[src/rtl/mux8_rr_arbiter_if.sv]
// Bundle of request, data, grant and output handshake signals for mux8_rr_arbiter.
// The master side drives requests, data and ready; the slave side is the arbiter.
interface mux8_rr_arbiter_if;
  logic [7:0] req;
  logic [7:0] din;
  logic       dout_ready;
  logic       dout;
  logic       dout_valid;
  logic [7:0] gnt;
  logic [2:0] sel;
  logic       busy;

  modport master (
    output req, din, dout_ready,
    input  dout, dout_valid, gnt, sel, busy
  );

  modport slave (
    input  req, din, dout_ready,
    output dout, dout_valid, gnt, sel, busy
  );
endinterface

[src/rtl/mux8_rr_arbiter.sv]
// Eight-way round-robin arbiter that muxes one data bit from the granted requester,
// holding each grant for up to MAX_BURST beats with a one-cycle bubble between grants.
module mux8_rr_arbiter #(
  parameter int unsigned MAX_BURST = 4
) (
  input logic               clk,
  input logic               rst_n,
  mux8_rr_arbiter_if.slave  bus
);

  typedef enum logic {IDLE, GRANT} state_t;

  localparam logic [7:0] LAST_BEAT = 8'(MAX_BURST - 1);

  state_t     state_q, state_d;
  logic [2:0] sel_q, sel_d;
  logic [7:0] gnt_q, gnt_d;
  logic [7:0] cnt_q, cnt_d;
  logic [2:0] last_q, last_d;
  logic [2:0] pick;
  logic       found;
  logic       valid;

  // Scan last+1 .. last+8 (mod 8) so the just-released requester is checked last.
  always_comb begin
    pick  = last_q;
    found = 1'b0;
    for (int unsigned i = 1; i <= 8; i++) begin
      if (!found && bus.req[last_q + 3'(i)]) begin
        pick  = last_q + 3'(i);
        found = 1'b1;
      end
    end
  end

  assign valid = (state_q == GRANT) && bus.req[sel_q];

  always_comb begin
    state_d = state_q;
    sel_d   = sel_q;
    gnt_d   = gnt_q;
    cnt_d   = cnt_q;
    last_d  = last_q;
    case (state_q)
      IDLE: begin
        gnt_d = '0;
        if (found) begin
          sel_d   = pick;
          gnt_d   = 8'd1 << pick;
          cnt_d   = '0;
          state_d = GRANT;
        end
      end
      GRANT: begin
        // A transfer needs req[sel], so a dropped request releases without counting a beat.
        if (!valid || (bus.dout_ready && cnt_q == LAST_BEAT)) begin
          last_d  = sel_q;
          gnt_d   = '0;
          cnt_d   = '0;
          state_d = IDLE;
        end else if (bus.dout_ready) begin
          cnt_d = cnt_q + 8'd1;
        end
      end
      default: state_d = IDLE;
    endcase
  end

  always_ff @(posedge clk or negedge rst_n) begin
    if (!rst_n) begin
      state_q <= IDLE;
      sel_q   <= '0;
      gnt_q   <= '0;
      cnt_q   <= '0;
      last_q  <= 3'd7;
    end else begin
      state_q <= state_d;
      sel_q   <= sel_d;
      gnt_q   <= gnt_d;
      cnt_q   <= cnt_d;
      last_q  <= last_d;
    end
  end

  assign bus.dout       = bus.din[sel_q];
  assign bus.dout_valid = valid;
  assign bus.gnt        = gnt_q;
  assign bus.sel        = sel_q;
  assign bus.busy       = (state_q == GRANT);

endmodule

[src/flat_wrapper.sv]
// flat-port wrapper written by rule: the top's interface ports become plain ports
module mux8_rr_arbiter_flat 
#(
  parameter int unsigned MAX_BURST = 4
)
  (clk, rst_n, bus_req, bus_din, bus_dout_ready, bus_dout, bus_dout_valid, bus_gnt, bus_sel, bus_busy);
  mux8_rr_arbiter_if bus_i ();
  input logic clk;
  input logic rst_n;
  input wire logic [$bits(bus_i.req)-1:0] bus_req;
  input wire logic [$bits(bus_i.din)-1:0] bus_din;
  input wire logic [$bits(bus_i.dout_ready)-1:0] bus_dout_ready;
  output wire logic [$bits(bus_i.dout)-1:0] bus_dout;
  output wire logic [$bits(bus_i.dout_valid)-1:0] bus_dout_valid;
  output wire logic [$bits(bus_i.gnt)-1:0] bus_gnt;
  output wire logic [$bits(bus_i.sel)-1:0] bus_sel;
  output wire logic [$bits(bus_i.busy)-1:0] bus_busy;
  assign bus_i.req = bus_req;
  assign bus_i.din = bus_din;
  assign bus_i.dout_ready = bus_dout_ready;
  assign bus_dout = bus_i.dout;
  assign bus_dout_valid = bus_i.dout_valid;
  assign bus_gnt = bus_i.gnt;
  assign bus_sel = bus_i.sel;
  assign bus_busy = bus_i.busy;
  mux8_rr_arbiter #(.MAX_BURST(MAX_BURST)) u_core (.clk(clk), .rst_n(rst_n), .bus(bus_i));
endmodule
[config.mk]
export PLATFORM = sky130hd
export DESIGN_NAME = mux8_rr_arbiter_flat
export DESIGN_NICKNAME = d
export VERILOG_FILES = /design/src/rtl/mux8_rr_arbiter_if.sv /design/src/rtl/mux8_rr_arbiter.sv /design/src/flat_wrapper.sv
export SDC_FILE = /design/constraint.sdc
export NUM_CORES = 1
export LEC_CHECK = 0
export BUFFER_PORTS_ARGS = -buffer_cell sky130_fd_sc_hd__buf_4
export CAP_MARGIN = 0
export CORE_MARGIN = 2
export CORE_UTILIZATION = 32
export DETAILED_ROUTE_END_ITERATION = 10
export PLACE_DENSITY = 0.57
export SLEW_MARGIN = 20
export SYNTH_ARGS = -nofsm -noshare
export SYNTH_HDL_FRONTEND = slang
export SYNTH_SLANG_ARGS = --single-unit
[constraint.sdc]
create_clock -name clk -period 4.6 [get_ports clk]
set_input_delay 0.92 -clock clk [delete_from_list [all_inputs] [get_ports clk]]
set_output_delay 0.92 -clock clk [all_outputs]
set_load 0.005 [all_outputs]
Word level (Yosys, flattened, before mapping)

Cells that the tools add are included.

Register bits after elaboration: 23
Logic and storage cells: 95
Bits of input ports: 19
Output and inout port bits: 14

Bitwise operators: 1
Reduce and logical (&&, ||, !) cells: 21
Multiplexer cells: 46
Shifts and indexed selects: 1
Add/sub/neg operators: 8
Order comparisons: 9
Eq/ne operators: 4

Operators with widths:

| operator                                                                     | count |
|---|---|
| 8-bit 2-to-1 mux                                                             | 5 |
| 3-bit by 4-bit less-than comparator with 1-bit output, second input constant | 9 |
| 8-bit one-hot mux with 2 select lines                                        | 2 |
| 1-bit binary-select mux with 3-bit select                                    | 10 |
| 3-bit 2-to-1 mux                                                             | 8 |
| 1-bit 2-to-1 mux                                                             | 20 |
| 3-bit adder, second input constant                                           | 4 |
| 1-bit logical AND                                                            | 9 |
| 8-bit by 1-bit adder with 8-bit output, second input constant                | 1 |
| 8-bit by 2-bit equality test with 1-bit output, second input constant        | 1 |
| 1-bit logical NOT                                                            | 8 |
| 1-bit by 3-bit left shift with 8-bit output, first input constant            | 1 |
| 3-bit by 2-bit adder with 3-bit output, second input constant                | 2 |
| 2-bit AND reduction                                                          | 3 |
| 3-bit by 1-bit adder with 3-bit output, second input constant                | 1 |
| 3-bit inequality test, second input constant                                 | 1 |
| 2-bit by 1-bit inequality test with 1-bit output, second input constant      | 1 |
| 2-bit inequality test, second input constant                                 | 1 |
| 1-bit one-hot mux with 2 select lines                                        | 1 |
| 1-bit logical OR                                                             | 1 |
| 1-bit NOT                                                                    | 1 |

Depth between registers and ports, before layout

Depth in word-level cells: 28
Gate-level depth with buffers: 13
Depth with buffers taken out: 9

Least setup slack after synthesis

OpenSTA, ideal clock, no wires.

Path type: reg2reg
Start: reg u_core.last_q[1]
End: reg u_core.gnt_q[1] (netlist: u_core.bus.gnt[1])
Clock period less this slack: 3.264 ns
Path buffers: 2
Data required time: 4.464 ns
Stages on the path, launching flop included: 12
Data arrival time: 3.128 ns
Library setup time: 0.136 ns
Setup slack: 1.336 ns
Cell sequence: dfstp_2 -> buf_6 -> clkbuf_8 -> inv_1 -> ha_1 -> mux4_2 -> mux2_4 -> nor4b_4 -> nand3_2 -> o221a_1 -> mux2i_2 -> o31ai_1

Cells in the longest elaborated chain, start to end: 28
Elaborated cells between the ends (all ways): 56
Those cells by class: add/sub: 7; shift: 1; mux: 34; reduce/logical: 14

Ends and longest elaborated chain:

| item                                        | RTL line                                     | RTL |
|---|---|---|
| from (decl)                                 | mux8_rr_arbiter.sv:19                        | `logic [2:0] last_q, last_d;` |
| from (signal assigned)                      | mux8_rr_arbiter.sv:81                        | `last_q <= last_d;` |
| 3-bit by 1-bit adder with 3-bit output      | mux8_rr_arbiter.sv:29, mux8_rr_arbiter.sv:30 |  |
| 1-bit binary-select mux with 3-bit select   | mux8_rr_arbiter.sv:29                        | `if (!found && bus.req[last_q + 3'(i)]) begin` |
| 1-bit 2-to-1 mux (not written as such)      | mux8_rr_arbiter.sv:29                        |  |
| 1-bit 2-to-1 mux                            | mux8_rr_arbiter.sv:29                        |  |
| 1-bit logical NOT                           | mux8_rr_arbiter.sv:29                        |  |
| 1-bit logical AND                           | mux8_rr_arbiter.sv:29                        |  |
| 1-bit 2-to-1 mux                            | mux8_rr_arbiter.sv:29                        |  |
| 1-bit logical NOT                           | mux8_rr_arbiter.sv:29                        |  |
| [... 12 more ...]                           | --                                           |  |
| 1-bit logical AND                           | mux8_rr_arbiter.sv:29                        |  |
| 1-bit 2-to-1 mux                            | mux8_rr_arbiter.sv:29                        |  |
| 1-bit logical NOT                           | mux8_rr_arbiter.sv:29                        |  |
| 1-bit logical AND                           | mux8_rr_arbiter.sv:29                        |  |
| 3-bit 2-to-1 mux                            | mux8_rr_arbiter.sv:29                        |  |
| 1-bit by 3-bit left shift with 8-bit output | mux8_rr_arbiter.sv:49                        | `gnt_d = 8'd1 << pick;` |
| 8-bit 2-to-1 mux *                          | mux8_rr_arbiter.sv:47                        | `if (found) begin` |
| 8-bit one-hot mux with 2 select lines *     | mux8_rr_arbiter.sv:44                        | `case (state_q)` |
| to (signal assigned)                        | mux8_rr_arbiter.sv:79                        | `gnt_q <= gnt_d;` |
| to (decl)                                   | mux8_rr_arbiter.sv:17                        | `logic [7:0] gnt_q, gnt_d;` |

Mark *: on every way between the ends. The rest lies on a longest branch, timed or not. The select of a mux whose other input is x is not followed.
A chain may end at the register's enable or synchronous reset.

Worst setup path in the final report

Start: reg u_core.last_q[0]
End: reg u_core.cnt_q[6]

Cells in the longest elaborated chain, start to end: 27
Elaborated cells between the ends (all ways): 47
Those cells by class: add/sub: 7; eq/ne: 1; mux: 24; reduce/logical: 15

Ends and longest elaborated chain:

| item                                                                | RTL line              | RTL |
|---|---|---|
| 3-bit by 1-bit adder with 3-bit output                              | mux8_rr_arbiter.sv:29 |  |
| 1-bit binary-select mux with 3-bit select                           | mux8_rr_arbiter.sv:29 |  |
| 1-bit 2-to-1 mux (not written as such)                              | mux8_rr_arbiter.sv:29 |  |
| 1-bit 2-to-1 mux                                                    | mux8_rr_arbiter.sv:29 |  |
| 1-bit logical NOT                                                   | mux8_rr_arbiter.sv:29 |  |
| 1-bit logical AND                                                   | mux8_rr_arbiter.sv:29 |  |
| 1-bit 2-to-1 mux                                                    | mux8_rr_arbiter.sv:29 |  |
| 1-bit logical NOT                                                   | mux8_rr_arbiter.sv:29 |  |
| [... 11 more ...]                                                   | --                    |  |
| 1-bit logical NOT                                                   | mux8_rr_arbiter.sv:29 |  |
| 1-bit logical AND                                                   | mux8_rr_arbiter.sv:29 |  |
| 1-bit 2-to-1 mux                                                    | mux8_rr_arbiter.sv:29 |  |
| 1-bit logical NOT                                                   | mux8_rr_arbiter.sv:29 |  |
| 1-bit logical AND                                                   | mux8_rr_arbiter.sv:29 |  |
| 1-bit 2-to-1 mux *                                                  | mux8_rr_arbiter.sv:29 |  |
| 2-bit by 1-bit inequality test with 1-bit output (no source line) * | --                    |  |
| 2-bit AND reduction (no source line) *                              | --                    |  |
| to (signal assigned)                                                | mux8_rr_arbiter.sv:80 | `cnt_q <= cnt_d;` |
| to (decl)                                                           | mux8_rr_arbiter.sv:18 | `logic [7:0] cnt_q, cnt_d;` |

Marks and branches as above.

==> run metrics <==
PostCTS Resize Cnt=0; Post-synth top cells=27 x nand2_1, 20 x dfrtp_1, 13 x mux4_2; routability cong.=0.845; top cell type's share of synthesized area=0.231; number of synthesized flops with an enable pin=0; Pre-Repair DR Iteration Count=4; CTS tree=done; row count=29; TNS Setup=0 ns; Slew headroom=0.375; Mean Syn Cell Area=10.3 um2; DRC=0; top post-synthesis cells by area=dfrtp_1 23%, mux4_2 14%, nand2_1 4.7%; Post-Synthesis Cells=210; antenna-violating nets left=0; Layout Nets=261; RSZ-0062 raised after global routing=false; routed vias=between 1500 and 2000; Critical Path Start Type=register; H-tree depth=1; Worst Max-Slew Pin Slew=0.937 ns; leading area contributor after synthesis=dfrtp_1; GR Overflow Total=0; vias in the first global route=1794; Die Ht=around 86 um; vias per cell=5.89; Worst Path Required=4.78 ns; layout cells sized above 1=0.328; P_leak=0.000979 uW; f_max=0.262 GHz; # IOs=33; CTS clk-pin slew, worst paths=0.08 ns; post-synthesis async set-or-reset flop share=1.00; crit path time final=3.82 ns; Hold/Removal Path Class=register to register; top_reg_cell synth=dfrtp_1; Core Region=~6500 um2; PnR worst setup slack=0.777 ns; critical path class=register to register; synthesized flop and latch total=23; Seq/Total Area, Yosys=0.268; Final setup viols=0; port bufs=32; Diodes inserted=0; Arr. time, crit path=about 4.0 ns; first-pass GRT wire length=~8800 um; Post-CTS Hold Buffers=0; WL final=5170 um; drt wl/cell=16.4 um; DRT iter0 DRCs=109; cts bufs inserted=3; clock root cell=clkbuf_8; initial antenna violation count=0; total track usage=0.148; largest net degree at the start of global routing=24; Worst path slowest cell=mux4_2; initial core utilization=0.335; Critical Path Sink Type=register; Synth Warn #=0; most common cell in the netlist=nand2_1; crit share post-route=0.831; count of pins over their slew limit=0; die area=7440 um2; clk sink count=23; Area Growth Syn to Fin=14.1%; Final Hold Vio Count=0; DP Worst Slack=0.826 ns; status=finished clean; crit-path max FO=13; Die Width=roughly 86 um; power per cell area=864 nW/um2; syn_nets=between 200 and 250; maximum capacitance violations=0; worst skew pair latency=0.26 ns; Setup Buffers After CTS=0; worst vdd ir=0.333 mV; placed wire-length estimate=roughly 3900 um; CTS max path bufs=2; Max Clock Skew=0.00414 ns; crit-path max cell delay=roughly 0.62 ns; Mapped Area=2160 um2; Distinct cells, synth=between 60 and 70; worst-path cell chain=inv_1, ha_1, mux4_2, mux2_4, nor4b_4, nand4_1, o21ai_1, o21ai_0, a21oi_1
-- layer usage --
| metal | GRT usage | share of wire |
|---|---|---|
| met4 | 0.0227 | 0.0019 |
| met1 | 0.213 | 0.47 |
| met5 | 0 | 0 |
| met2 | 0.237 | 0.48 |
| met3 | 0.0276 | 0.040 |
-- flip-flops by register name (all words and copies together), names as in the netlist --
signal,count
u_core.bus.gnt,8
u_core.bus.sel,3
u_core.bus.busy,1
u_core.last_q,3
u_core.cnt_q,8
-- critical path, delay by kind of cell, from the launching register on --
family	cells	cell delay (ns)
DFF	1	0.53
AOI/OAI and AO/OA	3	0.99
and+or+nand+nor	2	0.52
muxes	2	0.96
buffers and inverters	1	0.12
adders and majority gates	1	0.61
-- where the power goes --
part	internal [uW]	switching [uW]	total, uW	leakage [uW]
clock network	61.8	61.2	123	0.0000228
registers	269	86.8	356	0.000297
logic	725	930	1660	0.000660
-- final cells by class --
type	count	area [um2]
clock buffers	4	45.0
multi-input cells	171	1470
fillers	658	3990
repair buffers	35	263
well taps	77	96.3
flip-flops and latches	23	579
inverters	5	18.8
-- per-stage QoR --
stage	hold WS, ns	area [um2]	utilization	instances	total power, uW
final	0.484	2470	0.382	315	2130
after floorplan	0.473	2160	-	210	1670
after global routing	0.526	2470	0.382	315	2320
after detailed placement	0.476	2420	0.375	311	2010
after CTS	0.495	2470	0.382	315	2140
after global placement	0.471	2420	0.375	311	1990
-- layout by cell type, fill, tap and decap left out, types with 3 or more instances in the layout --
cell,netlist,layout
a21oi_1,10,10
buf_4,0,35
clkbuf_8,2,3
dfrtp_1,20,20
dfstp_2,3,3
ha_1,3,3
inv_1,5,5
mux2_2,8,8
mux2i_1,4,4
mux4_2,13,13
nand2_1,27,27
nand3_1,3,3
nand4_1,3,3
nor2_1,8,8
nor3_1,5,5
o21a_1,5,5
o21ai_0,12,12
o31ai_1,10,10
xnor2_1,3,3
xor2_1,4,4
-- worst paths after layout --
check / slack [ns] / endpoint / startpoint / cells after the start
setup / recovery: 0.78 / u_core.cnt_q[6]$_DFFE_PN0P_ / u_core.last_q[0]$_DFFE_PN1P_ / 9
hold / removal: 0.48 / u_core.bus.gnt[1]$_DFFE_PN0P_ / u_core.bus.gnt[1]$_DFFE_PN0P_ / 2
setup reg to reg: 0.78 / u_core.cnt_q[6]$_DFFE_PN0P_ / u_core.last_q[0]$_DFFE_PN1P_ / 9
hold reg to reg: 0.48 / u_core.bus.gnt[1]$_DFFE_PN0P_ / u_core.bus.gnt[1]$_DFFE_PN0P_ / 2
max in group asynchronous: 3.78 / u_core.last_q[0]$_DFFE_PN1P_ / rst_n / 1
min in group asynchronous: 0.53 / u_core.bus.gnt[2]$_DFFE_PN0P_ / rst_n / 1
-- kinds of logic after synthesis --
logic type | after synthesis | share of synthesized area
fa+ha+maj | 3 | 0.0173
flops | 23 | 0.268
mux | 32 | 0.257
simple gates | 69 | 0.173
compound gates | 60 | 0.203
buf+inv | 16 | 0.0543
xor+xnor | 7 | 0.0283
No activity file was read; power rests on OpenSTA's default activity.
